**config.mk**
```make
export PLATFORM = sky130hd
export DESIGN_NAME = uart_rx_os16
export DESIGN_NICKNAME = d
export VERILOG_FILES = /design/src/rtl/uart_rx_os16.sv
export SDC_FILE = /design/constraint.sdc
export NUM_CORES = 1
export LEC_CHECK = 0
export CAP_MARGIN = 20
export CORE_UTILIZATION = 54
export DETAILED_ROUTE_END_ITERATION = 10
export PLACE_DENSITY = 0.86
export SYNTH_ARGS = -nofsm -noshare
export SYNTH_HDL_FRONTEND = slang
export SYNTH_SLANG_ARGS = --single-unit
```
**constraint.sdc**
```tcl
create_clock -name sys_clk -period 1.95 [get_ports sys_clk]
set_input_delay 0.585 -clock sys_clk [delete_from_list [all_inputs] [get_ports sys_clk]]
set_output_delay 0.585 -clock sys_clk [all_outputs]
set_load 0.02 [all_outputs]
```
**src/rtl/uart_rx_os16.sv**
```systemverilog
// 16x-oversampling 8N1 UART receiver with a valid/ready byte output, clocked on sys_clk.
// Optional even-parity checking is enabled by defining UART_RX_PARITY_EN.
module uart_rx_os16 #(
    parameter int OS_RATE   = 16,
    parameter int DATA_BITS = 8
) (
    input  logic                 sys_clk,
    input  logic                 rst,
    input  logic                 uart_clk,
    input  logic                 rxd,
    output logic [DATA_BITS-1:0] rx_data,
    output logic                 rx_valid,
    input  logic                 rx_ready,
    output logic                 frame_err,
`ifdef UART_RX_PARITY_EN
    output logic                 parity_err,
`endif
    output logic                 overrun
);

    // state  | meaning
    // IDLE   | line idle, waiting for a low sample on a tick
    // START  | counting to mid start bit to confirm it is not a glitch
    // DATA   | sampling data bits mid-bit, LSB first
    // PARITY | sampling the even-parity bit (parity build only)
    // STOP   | sampling the stop bit, then deliver or flag framing error
    // BREAK  | line held low after a framing error; wait for it to go high

    localparam int OSW = $clog2(OS_RATE);
    localparam int BW  = $clog2(DATA_BITS + 1);
    localparam logic [OSW-1:0] OS_MID   = OSW'(OS_RATE / 2 - 1);
    localparam logic [OSW-1:0] OS_LAST  = OSW'(OS_RATE - 1);
    localparam logic [BW-1:0]  BIT_LAST = BW'(DATA_BITS - 1);

    typedef enum logic [2:0] {
        IDLE, START, DATA, STOP, BREAK
`ifdef UART_RX_PARITY_EN
        , PARITY
`endif
    } state_t;

    state_t               state;
    logic [OSW-1:0]       os_cnt;
    logic [BW-1:0]        bit_cnt;
    logic [DATA_BITS-1:0] shreg;
    logic                 uart_clk_d;
    logic                 rxd_m;
    logic                 rxd_s;
    logic                 tick;
`ifdef UART_RX_PARITY_EN
    logic                 par_bad;
`endif

    assign tick = uart_clk & ~uart_clk_d;

    always_ff @(posedge sys_clk) begin
        if (rst) begin
            state      <= IDLE;
            os_cnt     <= '0;
            bit_cnt    <= '0;
            shreg      <= '0;
            uart_clk_d <= 1'b1;
            rxd_m      <= 1'b1;
            rxd_s      <= 1'b1;
            rx_data    <= '0;
            rx_valid   <= 1'b0;
            frame_err  <= 1'b0;
            overrun    <= 1'b0;
`ifdef UART_RX_PARITY_EN
            parity_err <= 1'b0;
            par_bad    <= 1'b0;
`endif
        end else begin
            uart_clk_d <= uart_clk;
            rxd_m      <= rxd;
            rxd_s      <= rxd_m;
            frame_err  <= 1'b0;
            overrun    <= 1'b0;
`ifdef UART_RX_PARITY_EN
            parity_err <= 1'b0;
`endif
            if (rx_valid && rx_ready)
                rx_valid <= 1'b0;

            if (tick) begin
                case (state)
                    IDLE: begin
                        if (!rxd_s) begin
                            state  <= START;
                            os_cnt <= '0;
                        end
                    end
                    START: begin
                        if (os_cnt == OS_MID) begin
                            os_cnt  <= '0;
                            bit_cnt <= '0;
                            state   <= rxd_s ? IDLE : DATA;
                        end else begin
                            os_cnt <= os_cnt + OSW'(1);
                        end
                    end
                    DATA: begin
                        if (os_cnt == OS_LAST) begin
                            shreg   <= {rxd_s, shreg[DATA_BITS-1:1]};
                            os_cnt  <= '0;
                            bit_cnt <= bit_cnt + BW'(1);
                            if (bit_cnt == BIT_LAST) begin
`ifdef UART_RX_PARITY_EN
                                state <= PARITY;
`else
                                state <= STOP;
`endif
                            end
                        end else begin
                            os_cnt <= os_cnt + OSW'(1);
                        end
                    end
`ifdef UART_RX_PARITY_EN
                    PARITY: begin
                        if (os_cnt == OS_LAST) begin
                            par_bad <= (^shreg) ^ rxd_s;
                            os_cnt  <= '0;
                            state   <= STOP;
                        end else begin
                            os_cnt <= os_cnt + OSW'(1);
                        end
                    end
`endif
                    STOP: begin
                        if (os_cnt == OS_LAST) begin
                            os_cnt <= '0;
`ifdef UART_RX_PARITY_EN
                            parity_err <= par_bad;
`endif
                            if (!rxd_s) begin
                                frame_err <= 1'b1;
                                state     <= BREAK;
                            end else begin
                                state <= IDLE;
`ifdef UART_RX_PARITY_EN
                                if (!par_bad) begin
`else
                                begin
`endif
                                    // A held, unaccepted byte wins; the new one is dropped.
                                    if (rx_valid && !rx_ready) begin
                                        overrun <= 1'b1;
                                    end else begin
                                        rx_data  <= shreg;
                                        rx_valid <= 1'b1;
                                    end
                                end
                            end
                        end else begin
                            os_cnt <= os_cnt + OSW'(1);
                        end
                    end
                    BREAK: begin
                        if (rxd_s)
                            state <= IDLE;
                    end
                    default: state <= IDLE;
                endcase
            end
        end
    end

endmodule

```
# == After elaboration in Yosys (flattened, before gate mapping) ==
# Index checks and enable logic that the tools add are counted.
# word_totals
memories,0
rom_bits,0
word_cells,71
out_inout_bits,11
ram_bits,0
latch_bits,0
in_bits,5
ff_bits,33
# op_classes
n_reduce_logical,14
n_eq_ne,13
n_addsub,2
mul,0
order_cmp,0
n_shift,0
bitwise_logic,7
div,0
mux,24
# op_table
operator,count
$mux W3,7
$mux W4,5
$pmux W3 S5,1
$ne A2 B2 Y1 const B,6
$pmux W4 S3,1
$add A4 B1 Y4 const B,2
$eq A4 B3 Y1 const B,2
$mux W1,8
$pmux W4 S2,1
$reduce_and A7 Y1,1
$eq A3 B2 Y1 const B,2
$not A1 Y1,6
$reduce_and A3 Y1,2
$reduce_and A5 Y1,1
$reduce_or A5 Y1,1
$eq A4 B4 Y1 const B,1
$reduce_and A4 Y1,1
$reduce_or A4 Y1,1
$eq A3 B1 Y1 const B,1
$eq A3 B3 Y1 const B,1
$logic_not A3 Y1,1
$reduce_bool A3 Y1,1
$logic_and A1 B1 Y1,2
$mux W2,1
other kinds (4),4

# == Longest topological paths before layout ==
# logic_depth
depth_word,7
ltp_mapped,7
ltp_nobuf,5

# == Worst setup path after synthesis ==
# OpenSTA, ideal clock, no wires.
# synth_path
kind,input to register
startpoint,in uart_clk
endpoint,reg rx_data[0]
path_stages,5
path_buffers,1
t_arrival_ns,1.490
slack_ns,0.390
required_time_ns,1.880
setup_time_ns,0.070
path_cell_list,nor3b_4 nand4_1 clkbuf_2 or3_1 a21oi_1
# synth_via
elab_chain_len,2
# synth_lines
element,line_no,rtl
"start, declared",9,"input logic uart_clk,"
$and A1 B1 Y1,54,assign tick = uart_clk & ~uart_clk_d;
$reduce_and A5 Y1 (no source line),--,
"end signal, assigned",149,rx_data <= shreg;
"end, declared",11,"output logic [DATA_BITS-1:0] rx_data,"
# No other way between the ends.
# A chain may end at the register's enable or synchronous reset.

# == Worst setup path in the final report ==
# layout_path
startpoint,reg rx_data[4]
endpoint,out rx_data[4]
# No word-level cell between the ends.

==> impl_metrics.ini <==
[floorplanning]
die_x_microns = 54.5
dieHeight_microns = 54.5
coreArea_sq_um = 2540
dieArea_sq_um = 2970
row_count = 18
start_util = 0.585
ios = 16

[synth]
syn_inst = 174
synth_warnings = 0
synth.top_cell.area_share = 0.444
seq_area_frac_synth = 0.444
synth_area_sq_um = 1490
yosysTopAreaCell = dfxtp_1
synth_cell_types = 44
yosysMostFrequentCell = dfxtp_1
synth_area_leaders = dfxtp_1, a21oi_1, o21ai_0
ys_seq_elements = 33
synth_common_cells = dfxtp_1, a21oi_1, nor2_1
synth-edff-count = 0
synthFlopType = dfxtp_1
synth.net_count = 181
async_flop_share = 0
avgSynthCellArea_sq_um = 8.55

[power]
netSwitchingPower_uw = 270
power_frac_comb = 0.053
clockPowerShare = 0.347
p_per_area_nw_per_um2 = 642
switching_share = 0.235
power_leakage_nw = 0.687
peakVddDrop_v = 0.000564
seqPwrFrac = 0.599
p_int_uw = 880

[sta]
setup_violations = 0
layout_min_cycle_time_ns = 1.91
finClkSkew_ns = 0.0104
relSlewSlack = 0.672
slew_viol_final = 0
fmax_mhz = 523
fin_crit_sh = 0.981
finalWorstSetupSlack_ns = 0.0363
rsz0062_at_grt = no
worst_slew_pin_slew_ns = 0.485
finalHoldViolations = 0

[placed_design]
postPlaceCellArea_sq_um = 1740
place_hpwl_mm = 2.29
dp.cells = 222
gp_congestion = 0.779
dpl_worst_slack_ns = -0.178
numPortBuffers = 15

[detailed_routing]
vias = 1364
drc = 0
drt_iter0_markers = 25
firstDrtPassIters = 4
drt-total-wl_mm = 3.26
wl_per_cell_microns = 14.2
drtAntennaViolNets = 0
via_per_inst = 5.96

[layout]
postLayoutCoreUtil = 0.704
final_cells = 229
area_growth_pct = 20.4
drive_gt1_frac = 0.136
n_antenna_cell = 0
nNetsFinal = 206
final_cell_area_sq_um = 1790

[cts]
htreeDepth = 2
path_clk_slew_ns = 0.09
clock_latency_ns = 0.35
cts_made_buffers = 5
post_cts_buffers = 0
clockBufferDepth = 2
cts-root-buf = clkbuf_4
cts_tree = built
cts_hold_buf = 0
cts_resized = 0
clock-sinks = 33

[status]
outcome = complete, no violations

[worst_setup_path]
worstPathArrival_ns = 1.33
start_kind = flop
crit_family = buffers and inverters
critPathMaxStageDelay_ns = 0.63
cp_num_buf_inv = 1
reg2regPathDepth = 7
crit_fanout = 2
cp_slowest_cell = clkdlybuf4s50_1
crit_path_cell_trace = clkdlybuf4s50_1
crit_path_end_kind = output pin
cp.depth = 1
required_ns = 1.36
worstSetupPathType = flop to output pin

[grt]
grtUsageTotal = 0.259
grt_max_degree = 23
antenna_found_initial = 0
grt_pass1_vias = 1218
globalRouteOverflowTotal = 0
grt_pass1_wl_mm = 5.38

[hold_path]
hp-class = flop to flop
hold-path-cell-count = 1

[job]
max_cap_viol_count = 0
state kept, by name (all words and copies together), names as in the netlist:
register,cells
bit_cnt,4
frame_err,1
os_cnt,4
overrun,1
rx_data,8
rx_valid,1
rxd_m,1
rxd_s,1
shreg,8
state,3
uart_clk_d,1
metal layers:
metal,up-vias,global-route usage,share of wire
met5,-,0,0
met4,0,0.107,0.017
met3,10,0.0833,0.039
met2,36,0.419,0.50
met1,666,0.316,0.44
li1,652,-,-
final cells by class:
| cell class | instances | area [sq um] |
|---|---|---|
| multi-input cells | 116 | 722 |
| inverters | 12 | 45.0 |
| repair buffers | 31 | 270 |
| clock buffers | 7 | 55.1 |
| fillers | 212 | 754 |
| well taps | 30 | 37.5 |
| flip-flops and latches | 33 | 661 |
stage by stage:
step / hold slack, ns / power [mW] / setup TNS (ns)
6_report: 0.416 / 1.15 / 0
5_1_grt: 0.436 / 1.19 / 0
4_1_cts: 0.418 / 1.15 / 0
3_5_place_dp: 0.396 / 0.765 / -3.05
3_3_place_gp: 0.398 / 0.762 / -2.51
2_1_floorplan: 0.389 / 0.740 / 0
cells in the final DEF (no fill, tap or decap), types with 2 or more instances in the layout:
| cell type | n |
|---|---|
| and3b_1 | 3 |
| or2_2 | 3 |
| a21oi_1 | 23 |
| nand2_1 | 6 |
| clkdlybuf4s50_1 | 15 |
| or3_1 | 8 |
| mux2i_1 | 3 |
| nor4_1 | 2 |
| and4_1 | 2 |
| and3_1 | 2 |
| buf_4 | 16 |
| nor2b_1 | 2 |
| o21ai_0 | 12 |
| nand2b_1 | 3 |
| clkbuf_4 | 5 |
| nor2_1 | 14 |
| nand3_1 | 6 |
| ha_1 | 2 |
| and2_1 | 2 |
| nor3_1 | 3 |
| dfxtp_1 | 33 |
| inv_1 | 12 |
final timing paths:
kind                                  from  slack [ns]         end
worst max-delay path            rx_data[4]        0.04  rx_data[4]
worst max register to register   os_cnt[0]        0.19  rx_data[6]
worst min-delay path                 rxd_m        0.42       rxd_s
worst min register to register       rxd_m        0.42       rxd_s
cells by family (layout without fill, tap and decap cells):
logic type | count (synthesis) | count (layout) | synth area share
AO/OA/AOI/OAI | 47 | 47 | 0.185
XOR/XNOR | 1 | 1 | 0.00589
adder cells (fa/ha/maj) | 2 | 2 | 0.0168
buffers and inverters | 25 | 50 | 0.0706
flip-flops | 33 | 33 | 0.444
multiplexers | 3 | 3 | 0.0202
AND/OR/NAND/NOR | 63 | 63 | 0.257
power groups by stage:
stage	clock network, mW	logic (mW)	registers, mW
after global routing	0.426	0.0673	0.692
after floorplan	0	0.0434	0.697
after CTS	0.405	0.0607	0.689
final	0.399	0.0613	0.689
after detailed placement	0	0.0602	0.705
after global placement	0	0.0578	0.704
(Power assumes the default switching activity.)
==> RTL change: new RTL, same settings <==
Build with the macro `UART_RX_PARITY_EN` defined.
--- a/src/rtl/uart_rx_os16.sv
+++ b/src/rtl/uart_rx_os16.sv
@@ -1,4 +1,6 @@
 // 16x-oversampling 8N1 UART receiver with a valid/ready byte output, clocked on sys_clk.
 // Optional even-parity checking is enabled by defining UART_RX_PARITY_EN.
+`define UART_RX_PARITY_EN
+
 module uart_rx_os16 #(
     parameter int OS_RATE   = 16,
Formal check against the unedited RTL (old outputs only; new: parity_err): same outputs for any inputs over 10 cycles, from zero or initial values and one cycle with rst high; that may be too few to reach the edited logic, so the function may still have changed.
==> RTL change against the original RTL <==
Sequential cell count increased by 2. Design area up 7.8%. Power is 5.0% higher. Worst setup slack improved by 0.037 ns. Utilization is 1.6 points lower. Sequential power increased by 4.6%. Area after synthesis grew 8.8%. Routed wire length decreased by 5.0%. First-iteration DRC count rose by 72%.
==> RTL change: results (changes against the original RTL) <==
* Status: finished, final reports clean (unchanged)
* Xor/xnor share of the synthesized area at 5.18% (was 0.589%)
* Top cells by count, synth: 35 x dfxtp_1, 28 x nor2_1, 17 x mux2i_1 (was 33 x dfxtp_1, 23 x a21oi_1, 14 x nor2_1)
* Compound-Gate Fraction of Synth Area at 8.73% (was 18.5%)
* VDD IR max at 0.429 mV (was 0.564 mV)
* Pin count of the biggest net entering global routing at 26 (was 23)
* Gr usage total at 21.3% (was 25.9%)
* Net count, final at 211 (was 206)
* Total routed wirelength at 3100 microns (was 3260 microns)
* Post-DP HPWL at 2270 microns (was 2290 microns)
* Top cells by area, synth: dfxtp_1 43%, mux2i_1 11%, nor2_1 6.5% (was dfxtp_1 44%, a21oi_1 7.7%, o21ai_0 4.0%)
* Vias per cell at 5.42 (was 5.96)
* DP Area at 1860 sq um (was 1740 sq um)
* First-pass GRT wire length at 5350 microns (was 5380 microns)
* Clock Skew at 0.00668 ns (was 0.0104 ns)
* Drt initial violations at 43 (was 25)
* GP Congestion at 0.837 (was 0.779)
* Syn Nets at 187 (was 181)
* CP peak stage delay at 0.61 ns (was 0.63 ns)
* Sequential-to-total area share from yosys stat at 43.3% (was 44.4%)
* Port bufs at 16 (was 15)
* Dpl cells at 228 (was 222)
* Post-synth cell types at 41 (was 44)
* Post-place setup slack at -0.250 ns (was -0.178 ns)
* Vias in the first global route at 1264 (was 1218)
* Critical path startpoint: rx_data[5]$_SDFFE_PP0P_ (was rx_data[4]$_SDFFE_PP0P_)
==> RTL change: worst paths after layout <==
path,end,cells past startpoint,slack [ns]
max reg2reg,state[0]$_SDFFE_PP0P_,6,0.13
min reg2reg,rxd_s$_SDFF_PP1_,1,0.42
min,rxd_s$_SDFF_PP1_,1,0.42
max,rx_data[5],1,0.07
==> RTL change: cell type report <==
class | count | area (sq um)
multi-input cells | 128 | 836
inverters | 6 | 22.5
repair buffers | 28 | 263
well taps | 31 | 38.8
flip-flops and latches | 35 | 701
fillers | 220 | 876
clock buffers | 8 | 68.8
==> RTL change: power breakdown <==
group | switching, uW | internal (uW) | total [uW]
Combinational | 20.1 | 23.9 | 43.9
Clock | 230 | 212 | 442
Sequential | 2.89 | 718 | 721
Total | 253 | 954 | 1210
==> RTL change: routing by layer <==
metal | wire length [microns] | GRT usage [%] | part of all wire, %
met3 | 79 | 6.45 | 2.6
met2 | 1500 | 37.4 | 49
met4 | 59 | 8.36 | 1.9
met1 | 1450 | 24.0 | 47
met5 | 0 | 0 | 0
